==> src/rtl/tmds_pkg.sv <==
// rtl/tmds_pkg.sv - TMDS symbol classes, fixed tokens, TERC4 table (TMDS_TERC4_EN) and popcount
package tmds_pkg;

  typedef enum logic [1:0] {
    MODE_VIDEO   = 2'd0,
    MODE_VID_GB  = 2'd1,
    MODE_DATA    = 2'd2,
    MODE_DATA_GB = 2'd3
  } mode_e;

  localparam logic [9:0] CTL_TOKEN_00 = 10'b1101010100;
  localparam logic [9:0] CTL_TOKEN_01 = 10'b0010101011;
  localparam logic [9:0] CTL_TOKEN_10 = 10'b0101010100;
  localparam logic [9:0] CTL_TOKEN_11 = 10'b1010101011;

  // Video guard band: channels 0 and 2 share pattern A, channel 1 uses B
  localparam logic [9:0] VID_GB_A = 10'b1011001100;
  localparam logic [9:0] VID_GB_B = 10'b0100110011;
  localparam logic [9:0] DATA_GB  = 10'b0100110011;

  function automatic logic [9:0] ctl_token(input logic [1:0] c);
    logic [9:0] t;
    case (c)
      2'b00:   t = CTL_TOKEN_00;
      2'b01:   t = CTL_TOKEN_01;
      2'b10:   t = CTL_TOKEN_10;
      default: t = CTL_TOKEN_11;
    endcase
    return t;
  endfunction

  function automatic logic [3:0] popcount8(input logic [7:0] d);
    logic [3:0] n;
    n = '0;
    for (int i = 0; i < 8; i++) begin
      n = n + {3'b000, d[i]};
    end
    return n;
  endfunction

`ifdef TMDS_TERC4_EN
  function automatic logic [9:0] terc4(input logic [3:0] nib);
    logic [9:0] t;
    case (nib)
      4'h0:    t = 10'b1010011100;
      4'h1:    t = 10'b1001100011;
      4'h2:    t = 10'b1011100100;
      4'h3:    t = 10'b1011100010;
      4'h4:    t = 10'b0101110001;
      4'h5:    t = 10'b0100011110;
      4'h6:    t = 10'b0110001110;
      4'h7:    t = 10'b0100111100;
      4'h8:    t = 10'b1011001100;
      4'h9:    t = 10'b0100111001;
      4'hA:    t = 10'b0110011100;
      4'hB:    t = 10'b1011000110;
      4'hC:    t = 10'b1010001110;
      4'hD:    t = 10'b1001110001;
      4'hE:    t = 10'b0101100011;
      default: t = 10'b1011000011;
    endcase
    return t;
  endfunction
`endif

endpackage

==> src/rtl/tmds_ch_enc.sv <==
// rtl/tmds_ch_enc.sv - one TMDS lane: transition minimisation, DC balance, fixed tokens (TMDS_TERC4_EN)
module tmds_ch_enc
  import tmds_pkg::*;
#(
  parameter int unsigned ROLE = 0
) (
  input  logic       clk_i,
  input  logic       rst_i,
  input  logic       valid_i,
  input  logic [1:0] mode_i,
  input  logic       de_i,
  input  logic [1:0] ctl_i,
  input  logic [3:0] aux_i,
  input  logic [7:0] data_i,
  output logic       valid_o,
  output logic [9:0] sym_o
);

  logic [3:0]        d_ones;
  logic              use_xnor;
  logic [8:0]        qm_d;
  logic              video_d;
  logic [9:0]        tok_d;
  mode_e             mode_sel;

  logic              s1_valid_q;
  logic [8:0]        qm_q;
  logic              video_q;
  logic [9:0]        tok_q;

  logic [3:0]        qm_ones;
  logic signed [4:0] bal;
  logic [9:0]        sym_d;
  logic signed [4:0] cnt_d;

  logic              valid_q;
  logic [9:0]        sym_q;
  logic signed [4:0] cnt_q;

`ifndef TMDS_TERC4_EN
  logic unused_aux;
  assign unused_aux = ^aux_i;
`endif

  // Stage 1: transition-minimising XOR/XNOR chain
  always_comb begin
    d_ones   = popcount8(data_i);
    use_xnor = (d_ones > 4'd4) || ((d_ones == 4'd4) && !data_i[0]);
    qm_d     = '0;
    qm_d[0]  = data_i[0];
    for (int i = 1; i < 8; i++) begin
      qm_d[i] = use_xnor ? ~(qm_d[i-1] ^ data_i[i]) : (qm_d[i-1] ^ data_i[i]);
    end
    qm_d[8] = ~use_xnor;
  end

  // Stage 1: classify the symbol and preselect the fixed token for this lane
  always_comb begin
    mode_sel = mode_e'(mode_i);
`ifndef TMDS_TERC4_EN
    if (mode_sel != MODE_VID_GB) mode_sel = MODE_VIDEO;
`endif
    video_d = 1'b0;
    tok_d   = ctl_token(ctl_i);
    case (mode_sel)
      MODE_VID_GB:  tok_d = (ROLE == 1) ? VID_GB_B : VID_GB_A;
`ifdef TMDS_TERC4_EN
      MODE_DATA:    tok_d = terc4(aux_i);
      MODE_DATA_GB: tok_d = (ROLE == 0) ? terc4({2'b11, ctl_i}) : DATA_GB;
`endif
      default:      video_d = de_i;
    endcase
  end

  // Stage 1 registers; always advance, the valid bit qualifies the slot
  always_ff @(posedge clk_i) begin
    if (rst_i) begin
      s1_valid_q <= 1'b0;
      qm_q       <= '0;
      video_q    <= 1'b0;
      tok_q      <= CTL_TOKEN_00;
    end else begin
      s1_valid_q <= valid_i;
      qm_q       <= qm_d;
      video_q    <= video_d;
      tok_q      <= tok_d;
    end
  end

  // Stage 2: DC balancing against the running disparity, fixed tokens reset it
  always_comb begin
    qm_ones = popcount8(qm_q[7:0]);
    bal     = $signed({qm_ones, 1'b0}) - 5'sd8;
    sym_d   = tok_q;
    cnt_d   = 5'sd0;
    if (video_q) begin
      if ((cnt_q == 5'sd0) || (bal == 5'sd0)) begin
        sym_d = {~qm_q[8], qm_q[8], qm_q[8] ? qm_q[7:0] : ~qm_q[7:0]};
        cnt_d = qm_q[8] ? (cnt_q + bal) : (cnt_q - bal);
      end else if (((cnt_q > 5'sd0) && (bal > 5'sd0)) || ((cnt_q < 5'sd0) && (bal < 5'sd0))) begin
        sym_d = {1'b1, qm_q[8], ~qm_q[7:0]};
        cnt_d = cnt_q - bal + (qm_q[8] ? 5'sd2 : 5'sd0);
      end else begin
        sym_d = {1'b0, qm_q[8], qm_q[7:0]};
        cnt_d = cnt_q + bal - (qm_q[8] ? 5'sd0 : 5'sd2);
      end
    end
  end

  // Stage 2 registers; empty slots hold symbol and disparity
  always_ff @(posedge clk_i) begin
    if (rst_i) begin
      valid_q <= 1'b0;
      sym_q   <= CTL_TOKEN_00;
      cnt_q   <= 5'sd0;
    end else begin
      valid_q <= s1_valid_q;
      if (s1_valid_q) begin
        sym_q <= sym_d;
        cnt_q <= cnt_d;
      end
    end
  end

  assign valid_o = valid_q;
  assign sym_o   = sym_q;

endmodule

==> src/rtl/tmds_enc_multi.sv <==
// rtl/tmds_enc_multi.sv - NUM_CH-lane pipelined TMDS encoder, TERC4 data islands under TMDS_TERC4_EN
module tmds_enc_multi
  import tmds_pkg::*;
#(
  parameter int unsigned NUM_CH = 3
) (
  input  logic                   clk_1x,
  input  logic                   sys_rst,
  input  logic                   in_valid,
  input  logic [1:0]             mode,
  input  logic                   de,
  input  logic                   hsync,
  input  logic                   vsync,
  input  logic [3:0]             ctl,
  input  logic [NUM_CH*8-1:0]    vid_data,
  input  logic [NUM_CH*4-1:0]    aux_data,
  output logic                   out_valid,
  output logic [NUM_CH*10-1:0]   tmds_q
);

  logic [NUM_CH-1:0] ch_valid;

  for (genvar k = 0; k < NUM_CH; k++) begin : g_ch
    logic [1:0] ctl_bits;

    // Lanes repeat the channel 0/1/2 roles for control bit and guard band selection
    if (k % 3 == 0) begin : g_role0
      assign ctl_bits = {vsync, hsync};
    end else if (k % 3 == 1) begin : g_role1
      assign ctl_bits = ctl[1:0];
    end else begin : g_role2
      assign ctl_bits = ctl[3:2];
    end

    tmds_ch_enc #(
      .ROLE(k % 3)
    ) u_enc (
      .clk_i   (clk_1x),
      .rst_i   (sys_rst),
      .valid_i (in_valid),
      .mode_i  (mode),
      .de_i    (de),
      .ctl_i   (ctl_bits),
      .aux_i   (aux_data[4*k +: 4]),
      .data_i  (vid_data[8*k +: 8]),
      .valid_o (ch_valid[k]),
      .sym_o   (tmds_q[10*k +: 10])
    );
  end

  // Every lane advances in lockstep, so their valids are identical
  assign out_valid = &ch_valid;

endmodule

==> config.mk <==
export PLATFORM = sky130hd
export DESIGN_NAME = tmds_enc_multi
export DESIGN_NICKNAME = d
export VERILOG_FILES = /design/src/rtl/tmds_pkg.sv /design/src/rtl/tmds_ch_enc.sv /design/src/rtl/tmds_enc_multi.sv
export SDC_FILE = /design/constraint.sdc
export NUM_CORES = 1
export LEC_CHECK = 0
export CAP_MARGIN = 10
export CORE_UTILIZATION = 25
export DETAILED_ROUTE_END_ITERATION = 8
export GPL_TIMING_DRIVEN = 0
export PLACE_DENSITY_LB_ADDON = 0.12
export SYNTH_ARGS = -nofsm -noshare
export SYNTH_HDL_FRONTEND = slang
export SYNTH_HIERARCHICAL = 1
export SYNTH_SLANG_ARGS = --single-unit
==> constraint.sdc <==
create_clock -name clk_1x -period 11.4 [get_ports clk_1x]
set_input_delay 2.28 -clock clk_1x [delete_from_list [all_inputs] [get_ports clk_1x]]
set_output_delay 2.28 -clock clk_1x [all_outputs]
set_load 0.03 [all_outputs]
==> qor.yml <==
outcome:
  status: "completed"
timing:
  skew_ns: 0.0105
  final.min_clock_period_ns: 6.10
  rsz0062_at_grt: "no"
  tightestPinTransition_ns: 0.630
  slew_headroom_pct: 58.0
  setup_tns_ns: 0
  drv_slew: 0
  timing.fmax_ghz: 0.164
  fin_crit_sh_pct: 53.5
  hold_viol: 0
  setup_viol: 0
critical_path:
  endpoint_kind: "flip-flop"
  slowest_stage: "fa_1"
  cp-start-kind: "input port"
  cp_top_family: "adder cells"
  path_cells: "clkdlybuf4s50_1 -> inv_1 -> fa_1 -> fa_1 -> fa_1 -> inv_1 -> ha_1 -> fa_1 -> nor3b_1 -> o21ai_0 -> a21oi_1 -> xor2_1 -> xnor2_1 -> nor2_1"
  path_class: "in2reg"
  cp_data_required_time_ns: 11.63
  r2r_cells: 16
  slowest_delay_ns: 0.55
  cp_num_buf_inv: 3
  arrival_ns: 6.33
  path_depth: 14
  cp_max_fo: 3
  crit_path_frequent_cell: "fa_1"
cells_and_area:
  nets: 927
  fin_util_pct: 30.9
  drive_gt1_share_pct: 5.24
  syn_to_final_growth_pct: 21.4
  n_antenna_cell: 0
pwr:
  vdd_ir_drop_max_v: 0.0000861
  clock_power_share_pct: 13.9
  pwr-share-comb_pct: 67.7
  power_frac_seq_pct: 18.5
  p_per_area_nw_per_um2: 283
  leakage_nw: 3.34
  power.share.switching_pct: 45.9
  p_int_mw: 1.19
  netSwitchingPower_mw: 1.01
yosys:
  synth_area_um2: 6400
  yosysSeqAreaShare_pct: 29.1
  synth.distinct_cells: 65
  synthAdderAreaFrac_pct: 23.4
  avgSynthCellArea_um2: 9.15
  ys_seq_elements: 93
  synth_compound_area_share_pct: 13.9
  synth_xor_area_share_pct: 12.2
  synth_cells: 700
  yosys-top-cells-count: "inv_1, dfxtp_1, ha_1, nor2_1, xnor2_1"
  syn_nets: 850
  synth_top_area_share_pct: 29.1
  synth_top_area_cell: "dfxtp_1"
  yosys-mux-area-fraction_pct: 2.66
  synthArstFlopShare_pct: 0
  yosysMostFrequentCell: "inv_1"
  synth_top_family_by_area: "adder cells"
  synth-simple-area-share_pct: 11.5
  yosys_most_used_dff: "dfxtp_1"
  synth_edf_count: 0
  synth.area.top_cells: "dfxtp_1, ha_1, fa_1"
  ys_warn_count: 6
clock_network:
  cts_sinks: 93
  cts_tree: "yes"
  clock_latency_ns: 0.35
  path_clk_slew_ns: 0.07
  cts_buffers: 9
  cts_hold_buf: 0
  htreeDepth: 3
  clk_path_buf_depth: 2
  postCtsSetupBuffers: 0
  clockRootBuffer: "clkbuf_16"
  cts_resized: 0
place:
  port_buffers: 66
  hpwl_um: 12200
  gp_congestion: 0.756
routing:
  drt_first_iter_violations: 206
  viasPerCell: 4.24
  post-route-drc-count: 0
  dr.pass1.iters: 7
  wire_per_inst_um: 13.7
  vias: 4712
  antenna_left: 0
  drt_wl_total_um: 15200
run:
  cap_violations: 0
floorplanning:
  start_util_pct: 25.4
  die_w_um: 162
  die_h_um: 162
  placementRows: 58
  die_area_um2: 26300
  core_area_um2: 25200
  pin_count: 79
global_routing:
  grt.total_usage_pct: 12.4
  gr-total-overflow: 0
  grt_max_degree: 19
  grt_pass1_wl_um: 25700
  grt_pass1_vias: 4896
  antenna_found_initial: 0
worst_hold_path:
  hp-class: "reg2reg"
  holdPathStages: 1
-- final cells by class --
| class | instances | area [µm²] |
|---|---|---|
| clock inverter | 6 | 61.3 |
| multi-input combinational | 486 | 4080 |
| tap | 330 | 413 |
| clock buffer | 10 | 239 |
| inverter | 99 | 372 |
| buffer | 22 | 92.6 |
| sequential | 93 | 1860 |
| timing repair buffer | 66 | 661 |
| fill | 2681 | 17400 |
-- placed cells by master, fill, tap and decap left out, types with 3 or more instances in the layout --
cell type | Yosys | layout
a211o_1 | 8 | 8
a211oi_1 | 9 | 9
a21o_1 | 4 | 4
a21oi_1 | 36 | 36
a222oi_1 | 4 | 4
a31oi_1 | 7 | 7
and2_1 | 8 | 8
clkbuf_1 | 18 | 18
clkbuf_16 | 0 | 9
clkdlybuf4s50_1 | 0 | 66
dfxtp_1 | 93 | 93
fa_1 | 30 | 30
ha_1 | 72 | 72
inv_1 | 95 | 95
inv_2 | 3 | 3
inv_6 | 0 | 3
mux2i_1 | 8 | 8
mux2i_4 | 3 | 3
nand2_1 | 42 | 42
nand3_1 | 8 | 8
nor2_1 | 62 | 62
nor2b_1 | 10 | 10
nor3_1 | 5 | 5
nor3b_1 | 3 | 3
o211ai_1 | 6 | 6
o21a_1 | 3 | 3
o21ai_0 | 7 | 7
o21ai_1 | 3 | 3
o21bai_1 | 11 | 11
o221ai_1 | 4 | 4
o22ai_1 | 8 | 8
xnor2_1 | 57 | 57
xor2_1 | 32 | 32
-- worst reg2reg max path, cell delays in order, from the launching register on --
cell      delay (ns)
dfxtp_1         0.34
fa_1            0.53
inv_1           0.05
fa_1            0.45
fa_1            0.49
inv_1           0.04
ha_1            0.19
fa_1            0.38
xor2_1          0.23
ha_1            0.31
ha_1            0.26
or4_2           0.55
o211a_1         0.15
o31ai_1         0.29
nor2_1          0.06
nand3b_1        0.16
a21oi_1         0.14
-- flip-flops by register name (all words and copies together), names as in the netlist --
signal,cells
g_ch.u_enc/s1_valid_q,3
g_ch.u_enc/cnt_q,12
g_ch.u_enc/tok_q,15
g_ch.u_enc/sym_o,30
g_ch.u_enc/valid_o,3
g_ch.u_enc/qm_q,27
g_ch.u_enc/video_q,3
-- power by group through the flow --
stage | sequential (mW) | clock [mW] | combinational (mW)
6_report | 0.407 | 0.306 | 1.49
5_1_grt | 0.414 | 0.331 | 1.72
4_1_cts | 0.408 | 0.320 | 1.52
3_5_place_dp | 0.415 | 0 | 1.51
3_3_place_gp | 0.416 | 0 | 1.53
2_1_floorplan | 0.419 | 0 | 1.18
-- metrics by stage --
step	area, µm²	cells	setup slack (ns)	hold slack, ns	total power [mW]
5_1_grt	7780	1112	5.01	0.506	2.47
2_1_floorplan	6400	700	5.82	0.429	1.60
6_report	7780	1112	5.30	0.474	2.20
3_3_place_gp	7480	1096	4.86	0.454	1.94
3_5_place_dp	7480	1096	4.85	0.461	1.93
4_1_cts	7780	1112	5.23	0.478	2.25
-- cell families after synthesis --
logic type,Yosys count
compound gates,126
xor+xnor,89
fa+ha+maj,102
buf+inv,121
flops,93
mux,13
simple gates,156
-- metal layers --
layer,wire (µm),track usage [%],vias up
li1,-,-,2457
met1,7450,16.4,2181
met2,7260,21.1,65
met3,339,1.84,9
met4,149,3.22,0
met5,0,0,-
-- path summary, 6_finish.rpt --
kind                                             from                                  end  slack (ns)
setup / recovery                          vid_data[8]     g_ch[1].u_enc/qm_q[5]$_SDFF_PP0_        5.30
hold / removal    g_ch[1].u_enc/sym_o[4]$_SDFFE_PP1P_  g_ch[1].u_enc/sym_o[4]$_SDFFE_PP1P_        0.47
hold reg to reg   g_ch[1].u_enc/sym_o[4]$_SDFFE_PP1P_  g_ch[1].u_enc/sym_o[4]$_SDFFE_PP1P_        0.47
setup reg to reg     g_ch[2].u_enc/qm_q[0]$_SDFF_PP0_  g_ch[2].u_enc/cnt_q[3]$_SDFFE_PP0P_        6.72
Power figures use the tool's default switching activity.
